File: src/rtl/cu_pkg.sv
// Shared definitions for the control unit: opcodes, FSM state encoding,
// instruction classes and one-hot ALU select indices.
package cu_pkg;

    localparam int ALU_W = 13;

    localparam int ALU_AND  = 0;
    localparam int ALU_OR   = 1;
    localparam int ALU_ADD  = 2;
    localparam int ALU_SUB  = 3;
    localparam int ALU_MUL  = 4;
    localparam int ALU_DIV  = 5;
    localparam int ALU_SHR  = 6;
    localparam int ALU_SHRA = 7;
    localparam int ALU_SHL  = 8;
    localparam int ALU_ROR  = 9;
    localparam int ALU_ROL  = 10;
    localparam int ALU_NEG  = 11;
    localparam int ALU_NOT  = 12;

    localparam logic [4:0] OP_ADD  = 5'b00011;
    localparam logic [4:0] OP_SUB  = 5'b00100;
    localparam logic [4:0] OP_AND  = 5'b00101;
    localparam logic [4:0] OP_OR   = 5'b00110;
    localparam logic [4:0] OP_ROR  = 5'b00111;
    localparam logic [4:0] OP_ROL  = 5'b01000;
    localparam logic [4:0] OP_SHR  = 5'b01001;
    localparam logic [4:0] OP_SHRA = 5'b01010;
    localparam logic [4:0] OP_SHL  = 5'b01011;
    localparam logic [4:0] OP_MUL  = 5'b01111;
    localparam logic [4:0] OP_DIV  = 5'b10000;
    localparam logic [4:0] OP_NEG  = 5'b10001;
    localparam logic [4:0] OP_NOT  = 5'b10010;

    typedef enum logic [3:0] {
        S_RST, S_T0, S_T1, S_T2, S_T3, S_T4, S_T5, S_T6, S_HALT
    } state_t;

    typedef enum logic [1:0] {
        C_RRR, C_UNARY, C_MULDIV, C_ILLEGAL
    } iclass_t;

    function automatic logic [ALU_W-1:0] alu_bit(input int idx);
        alu_bit = ALU_W'(1) << idx;
    endfunction

endpackage

File: src/rtl/cu_decode.sv
// Opcode decoder: instruction class plus one-hot ALU select.
// CU_MULDIV_EN: when undefined, mul/div decode as illegal with no ALU bit.
module cu_decode
    import cu_pkg::*;
(
    input  logic [4:0]       opcode,
    output iclass_t          iclass,
    output logic [ALU_W-1:0] alu_sel
);

    always_comb begin
        iclass  = C_ILLEGAL;
        alu_sel = '0;
        case (opcode)
            OP_ADD:  begin iclass = C_RRR;   alu_sel = alu_bit(ALU_ADD);  end
            OP_SUB:  begin iclass = C_RRR;   alu_sel = alu_bit(ALU_SUB);  end
            OP_AND:  begin iclass = C_RRR;   alu_sel = alu_bit(ALU_AND);  end
            OP_OR:   begin iclass = C_RRR;   alu_sel = alu_bit(ALU_OR);   end
            OP_ROR:  begin iclass = C_RRR;   alu_sel = alu_bit(ALU_ROR);  end
            OP_ROL:  begin iclass = C_RRR;   alu_sel = alu_bit(ALU_ROL);  end
            OP_SHR:  begin iclass = C_RRR;   alu_sel = alu_bit(ALU_SHR);  end
            OP_SHRA: begin iclass = C_RRR;   alu_sel = alu_bit(ALU_SHRA); end
            OP_SHL:  begin iclass = C_RRR;   alu_sel = alu_bit(ALU_SHL);  end
            OP_NEG:  begin iclass = C_UNARY; alu_sel = alu_bit(ALU_NEG);  end
            OP_NOT:  begin iclass = C_UNARY; alu_sel = alu_bit(ALU_NOT);  end
`ifdef CU_MULDIV_EN
            OP_MUL:  begin iclass = C_MULDIV; alu_sel = alu_bit(ALU_MUL); end
            OP_DIV:  begin iclass = C_MULDIV; alu_sel = alu_bit(ALU_DIV); end
`else
            OP_MUL:  begin iclass = C_ILLEGAL; alu_sel = '0; end
            OP_DIV:  begin iclass = C_ILLEGAL; alu_sel = '0; end
`endif
            default: begin iclass = C_ILLEGAL; alu_sel = '0; end
        endcase
    end

endmodule

File: src/rtl/control_unit.sv
// Multi-cycle control unit: fetch (T0-T2) then class-dependent execute steps.
// CU_MULDIV_EN enables the 7-cycle mul/div sequence (see cu_decode).
module control_unit
    import cu_pkg::*;
(
    input  logic              clk,
    input  logic              reset,
    input  logic [31:0]       IR,
    input  logic              stop,
    output logic              PCout,
    output logic              IncPC,
    output logic              PCin,
    output logic              MARin,
    output logic              Read,
    output logic              MDRin,
    output logic              MDRout,
    output logic              IRin,
    output logic              Yin,
    output logic              Zin,
    output logic              Zlowout,
    output logic              Zhighout,
    output logic              HIin,
    output logic              LOin,
    output logic              Gra,
    output logic              Grb,
    output logic              Grc,
    output logic              Rin,
    output logic              Rout,
    output logic [ALU_W-1:0]  alu_sel,
    output logic              instr_done,
    output logic              illegal,
    output logic              halted
);

    state_t            state, state_nx;
    iclass_t           iclass;
    logic [ALU_W-1:0]  dec_alu;
    logic              unused_ir;

    // Register fields are consumed by the datapath, not by the sequencer.
    assign unused_ir = ^IR[26:0];

    cu_decode u_decode (
        .opcode  (IR[31:27]),
        .iclass  (iclass),
        .alu_sel (dec_alu)
    );

    always_ff @(posedge clk) begin
        if (reset) state <= S_RST;
        else       state <= state_nx;
    end

    always_comb begin
        state_nx = S_T0;
        case (state)
            S_RST:  state_nx = S_T0;
            S_T0:   state_nx = stop ? S_HALT : S_T1;
            S_T1:   state_nx = S_T2;
            S_T2:   state_nx = (iclass == C_ILLEGAL) ? S_T0 : S_T3;
            S_T3:   state_nx = S_T4;
            S_T4:   state_nx = (iclass == C_UNARY) ? S_T0 : S_T5;
            S_T5:   state_nx = (iclass == C_MULDIV) ? S_T6 : S_T0;
            S_T6:   state_nx = S_T0;
            S_HALT: state_nx = stop ? S_HALT : S_T0;
            default: state_nx = S_RST;
        endcase
    end

    // Outputs are forced low while reset is held, even before RST is entered.
    always_comb begin
        PCout = 1'b0; IncPC = 1'b0; PCin = 1'b0; MARin = 1'b0;
        Read = 1'b0; MDRin = 1'b0; MDRout = 1'b0; IRin = 1'b0;
        Yin = 1'b0; Zin = 1'b0; Zlowout = 1'b0; Zhighout = 1'b0;
        HIin = 1'b0; LOin = 1'b0;
        Gra = 1'b0; Grb = 1'b0; Grc = 1'b0; Rin = 1'b0; Rout = 1'b0;
        alu_sel = '0; instr_done = 1'b0; illegal = 1'b0; halted = 1'b0;
        if (!reset) begin
            case (state)
                S_T0: if (!stop) begin
                    PCout = 1'b1; MARin = 1'b1; IncPC = 1'b1; PCin = 1'b1;
                end
                S_T1: begin Read = 1'b1; MDRin = 1'b1; end
                S_T2: begin
                    MDRout = 1'b1; IRin = 1'b1;
                    illegal = (iclass == C_ILLEGAL);
                end
                S_T3: begin
                    Rout = 1'b1;
                    case (iclass)
                        C_RRR:    begin Grb = 1'b1; Yin = 1'b1; end
                        C_UNARY:  begin Grb = 1'b1; Zin = 1'b1; alu_sel = dec_alu; end
                        C_MULDIV: begin Gra = 1'b1; Yin = 1'b1; end
                        default:  Rout = 1'b0;
                    endcase
                end
                S_T4: begin
                    case (iclass)
                        C_RRR: begin
                            Grc = 1'b1; Rout = 1'b1; Zin = 1'b1; alu_sel = dec_alu;
                        end
                        C_MULDIV: begin
                            Grb = 1'b1; Rout = 1'b1; Zin = 1'b1; alu_sel = dec_alu;
                        end
                        C_UNARY: begin
                            Zlowout = 1'b1; Gra = 1'b1; Rin = 1'b1; instr_done = 1'b1;
                        end
                        default: ;
                    endcase
                end
                S_T5: begin
                    case (iclass)
                        C_RRR: begin
                            Zlowout = 1'b1; Gra = 1'b1; Rin = 1'b1; instr_done = 1'b1;
                        end
                        C_MULDIV: begin Zlowout = 1'b1; LOin = 1'b1; end
                        default: ;
                    endcase
                end
                S_T6: if (iclass == C_MULDIV) begin
                    Zhighout = 1'b1; HIin = 1'b1; instr_done = 1'b1;
                end
                S_HALT: halted = 1'b1;
                default: ;
            endcase
        end
    end

endmodule

File: config.mk
export PLATFORM = sky130hd
export DESIGN_NAME = control_unit
export DESIGN_NICKNAME = d
export VERILOG_FILES = /design/src/rtl/cu_pkg.sv /design/src/rtl/cu_decode.sv /design/src/rtl/control_unit.sv
export SDC_FILE = /design/constraint.sdc
export NUM_CORES = 1
export LEC_CHECK = 0
export ABC_AREA = 1
export CAP_MARGIN = 20
export CORE_MARGIN = 2
export CORE_UTILIZATION = 31
export CTS_CLUSTER_DIAMETER = 60
export DETAILED_ROUTE_END_ITERATION = 7
export PLACE_DENSITY = 0.88
export SYNTH_ARGS = -nofsm -noshare
export SYNTH_HDL_FRONTEND = slang
export SYNTH_SLANG_ARGS = --single-unit
File: constraint.sdc
create_clock -name clk -period 2.6 [get_ports clk]
set_input_delay 0.52 -clock clk [delete_from_list [all_inputs] [get_ports clk]]
set_output_delay 0.52 -clock clk [all_outputs]
set_load 0.02 [all_outputs]
==> summary.md <==
| Metric | Value |
|---|---|
| Layout Nets | `209` |
| CTS sink count | `4` |
| Root Driver | `clkbuf_4` |
| Register Area | `~80 µm²` |
| H-tree levels | `1` |
| RSZ-0062 raised after global routing | `false` |
| Most frequent cells in the layout | `23 x nor2_1, 20 x nand2_1, 17 x buf_2, 17 x buf_4, 12 x inv_1` |
| CTS clk-pin slew, worst paths | `0.04 ns` |
| Synth-to-layout area growth | `63.6%` |
| GRT overflow | `0` |
| P_leak | `roughly 0.00066 µW` |
| Gp weighted congestion | `around 0.87` |
| Cts hold-fix bufs | `0` |
| Vias | `about 940` |
| Ys Warns | `0` |
| TritonCTS buffer count | `3` |
| Max Freq | `between 300 and 400 MHz` |
| Clock Skew | `between 0.001 and 0.0015 ns` |
| WL final | `between 2000 and 2500 µm` |
| Total track usage | `17.7%` |
| Total die area | `~0.0026 mm²` |
| Largest register FFs | `4` |
| CP Launch Type | `input port` |
| Seq cells post-synth | `4` |
| Sequential fraction of the synthesis area | `11.9%` |
| Initial antenna violation count | `0` |
| Arrival time at the worst endpoint | `about 2.0 ns` |
| Worst hold path class | `register to register` |
| Most common cell after layout, fill and taps aside | `nor2_1` |
| # placed instances | `around 190` |
| First-pass GRT wire length | `between 3000 and 4000 µm` |
| Crit-path max FO | `4` |
| Critical path class | `input port to primary output` |
| DP Wirelength | `between 1500 and 2000 µm` |
| Final hold vios | `0` |
| Post-CTS setup repair buffer count | `0` |
| Area of the multi-input gates | `507 µm²` |
| # diodes | `0` |
| Remaining DRCs | `0` |
| Post-synthesis cell area | `roughly 670 µm²` |
| Die Span Y | `~51 µm` |
| Top Registers | `state x4` |
| Vias in the first global route | `approximately 810` |
| Finish-stage setup viols | `0` |
| CP Capture Type | `primary output` |
| Vias per Instance | `between 4 and 5` |
| Clk Latency, worst-skew pair | `0.24 ns` |
| Peak supply drop | `between 0.2 and 0.25 mV` |
| First DRT Iteration DRCs | `42` |
| Fin. max-slew vios | `0` |
| Cell row count | `16` |
| Die span in x | `a little over 50 µm` |
| Power Dens Cells | `283 mW/mm²` |
| Ports | `70` |
| Clk buf depth | `2` |
| Syn Area/Cell | `5.72 µm²` |
| Final period util | `a little over nine tenths` |
| CP Cell Sequence | `clkdlybuf4s50_1 > a21oi_1 > nand2_2 > nor2_4 > nand4_2 > nor2_1 > buf_2` |
| CTS tree | `built` |
| Max-cap violations | `0` |
| Share of cells above drive strength 1 | `about a third` |
| Critical Path RT | `2.08 ns` |
| Pre-CTS setup slack | `-0.463 ns` |
| FILL cells | `about 180` |
| Synthesized instance count | `between 100 and 150` |
| Distinct cells, synth | `21` |
| Largest net degree at the start of global routing | `12` |
| Pre-Repair DR Iteration Count | `7` |
| Slowest stage cell, crit path | `clkdlybuf4s50_1` |
| Setup WS post-layout | `~0.084 ns` |
| Status | `complete, no violations` |
| Final ANT Viol Nets | `0` |
| Final min period | `approximately 2.5 ns` |
| IO Port Bufs | `37` |
| Fin cells | `194` |
| Hold Worst Slack | `between 0.6 and 0.7 ns` |
| Core ar. | `between 0.002 and 0.0025 mm²` |
| Crit-path max cell delay | `about 0.5 ns` |
| Largest reg by FF count | `state` |
| Wirelength per Cell | `around 12 µm` |
| Initial Util | `33.7%` |
==> where the power goes <==
group          total [µW]  internal, µW  switching (µW)  leakage, µW
clock network        79.6          51.8            27.8    0.0000138
logic                 152          60.3            91.8     0.000612
registers            80.9          69.0            11.9    0.0000327
==> final timing paths <==
path                                          start                  end  slack [ns]  cells after the start
worst max register to register  state[0]$_SDFF_PP0_  state[0]$_SDFF_PP0_        1.22                      5
worst min-delay path            state[3]$_SDFF_PP0_  state[3]$_SDFF_PP0_        0.67                      4
worst min register to register  state[3]$_SDFF_PP0_  state[3]$_SDFF_PP0_        0.67                      4
worst max-delay path                         IR[30]           alu_sel[9]        0.08                      7
==> routing by layer <==
| layer | track usage, % | part of all wire [%] | up-vias |
|---|---|---|---|
| met5 | 0 | 0 | - |
| met4 | 5.86 | 2.0 | 0 |
| li1 | - | - | 462 |
| met2 | 31.4 | 53 | 45 |
| met1 | 19.7 | 38 | 424 |
| met3 | 5.95 | 7.4 | 8 |
==> worst max-delay path: cells and delay by family <==
kind	cells	cell delay [ns]
buffers and inverters	2	0.68
and+or+nand+nor	4	0.53
AOI/OAI and AO/OA	1	0.26
==> area by class of cell <==
| type | count | area share, % |
|---|---|---|
| Multi-Input combinational cell | 92 | 45.9 |
| Timing Repair Buffer | 53 | 36.6 |
| Sequential cell | 4 | 7.26 |
| Inverter | 15 | 5.10 |
| Tap cell | 27 | 3.06 |
| Clock buffer | 3 | 2.04 |
==> cell usage after synthesis, drive strengths merged <==
| cell | n | area, µm² |
|---|---|---|
| nand2 | 28 | 118 |
| o21ai | 1 | 5.00 |
| conb | 1 | 3.75 |
| nor4 | 2 | 12.5 |
| nor2 | 27 | 111 |
| inv | 15 | 56.3 |
| dfxtp | 4 | 80.1 |
| clkbuf | 1 | 3.75 |
| buf | 10 | 75.1 |
| nor3 | 6 | 35.0 |
| ha | 5 | 62.6 |
| o22ai | 4 | 25.0 |
| nand4 | 3 | 31.3 |
| nand3 | 8 | 40.0 |
| a21oi | 3 | 15.0 |
==> metrics by stage <==
step | total power (µW) | TNS [ns] | cell area (µm²) | utilization, %
after detailed placement | 230 | -8.76 | 1130 | 56.7
final | 313 | 0 | 1100 | 55.1
after CTS | 308 | 0 | 1070 | 53.4
after global routing | 340 | 0 | 1100 | 55.1
after floorplan | 174 | 0 | 689 | -
after global placement | 222 | -7.31 | 1130 | 56.7
==> cell families after synthesis <==
| logic type | after synthesis | synth area share, % |
|---|---|---|
| and+or+nand+nor | 74 | 51.6 |
| AOI/OAI and AO/OA | 8 | 6.68 |
| adders and majority gates | 5 | 9.28 |
| other | 1 | 0.556 |
| DFF | 4 | 11.9 |
| buffers and inverters | 26 | 20.0 |
==> repair_timing <==
item	4_1_cts	5_1_grt
hold endpoints to repair	0	0
resized for setup	86	13
setup endpoints to repair	27	24
pin swaps	0	4
Power figures use the tool's default switching activity.
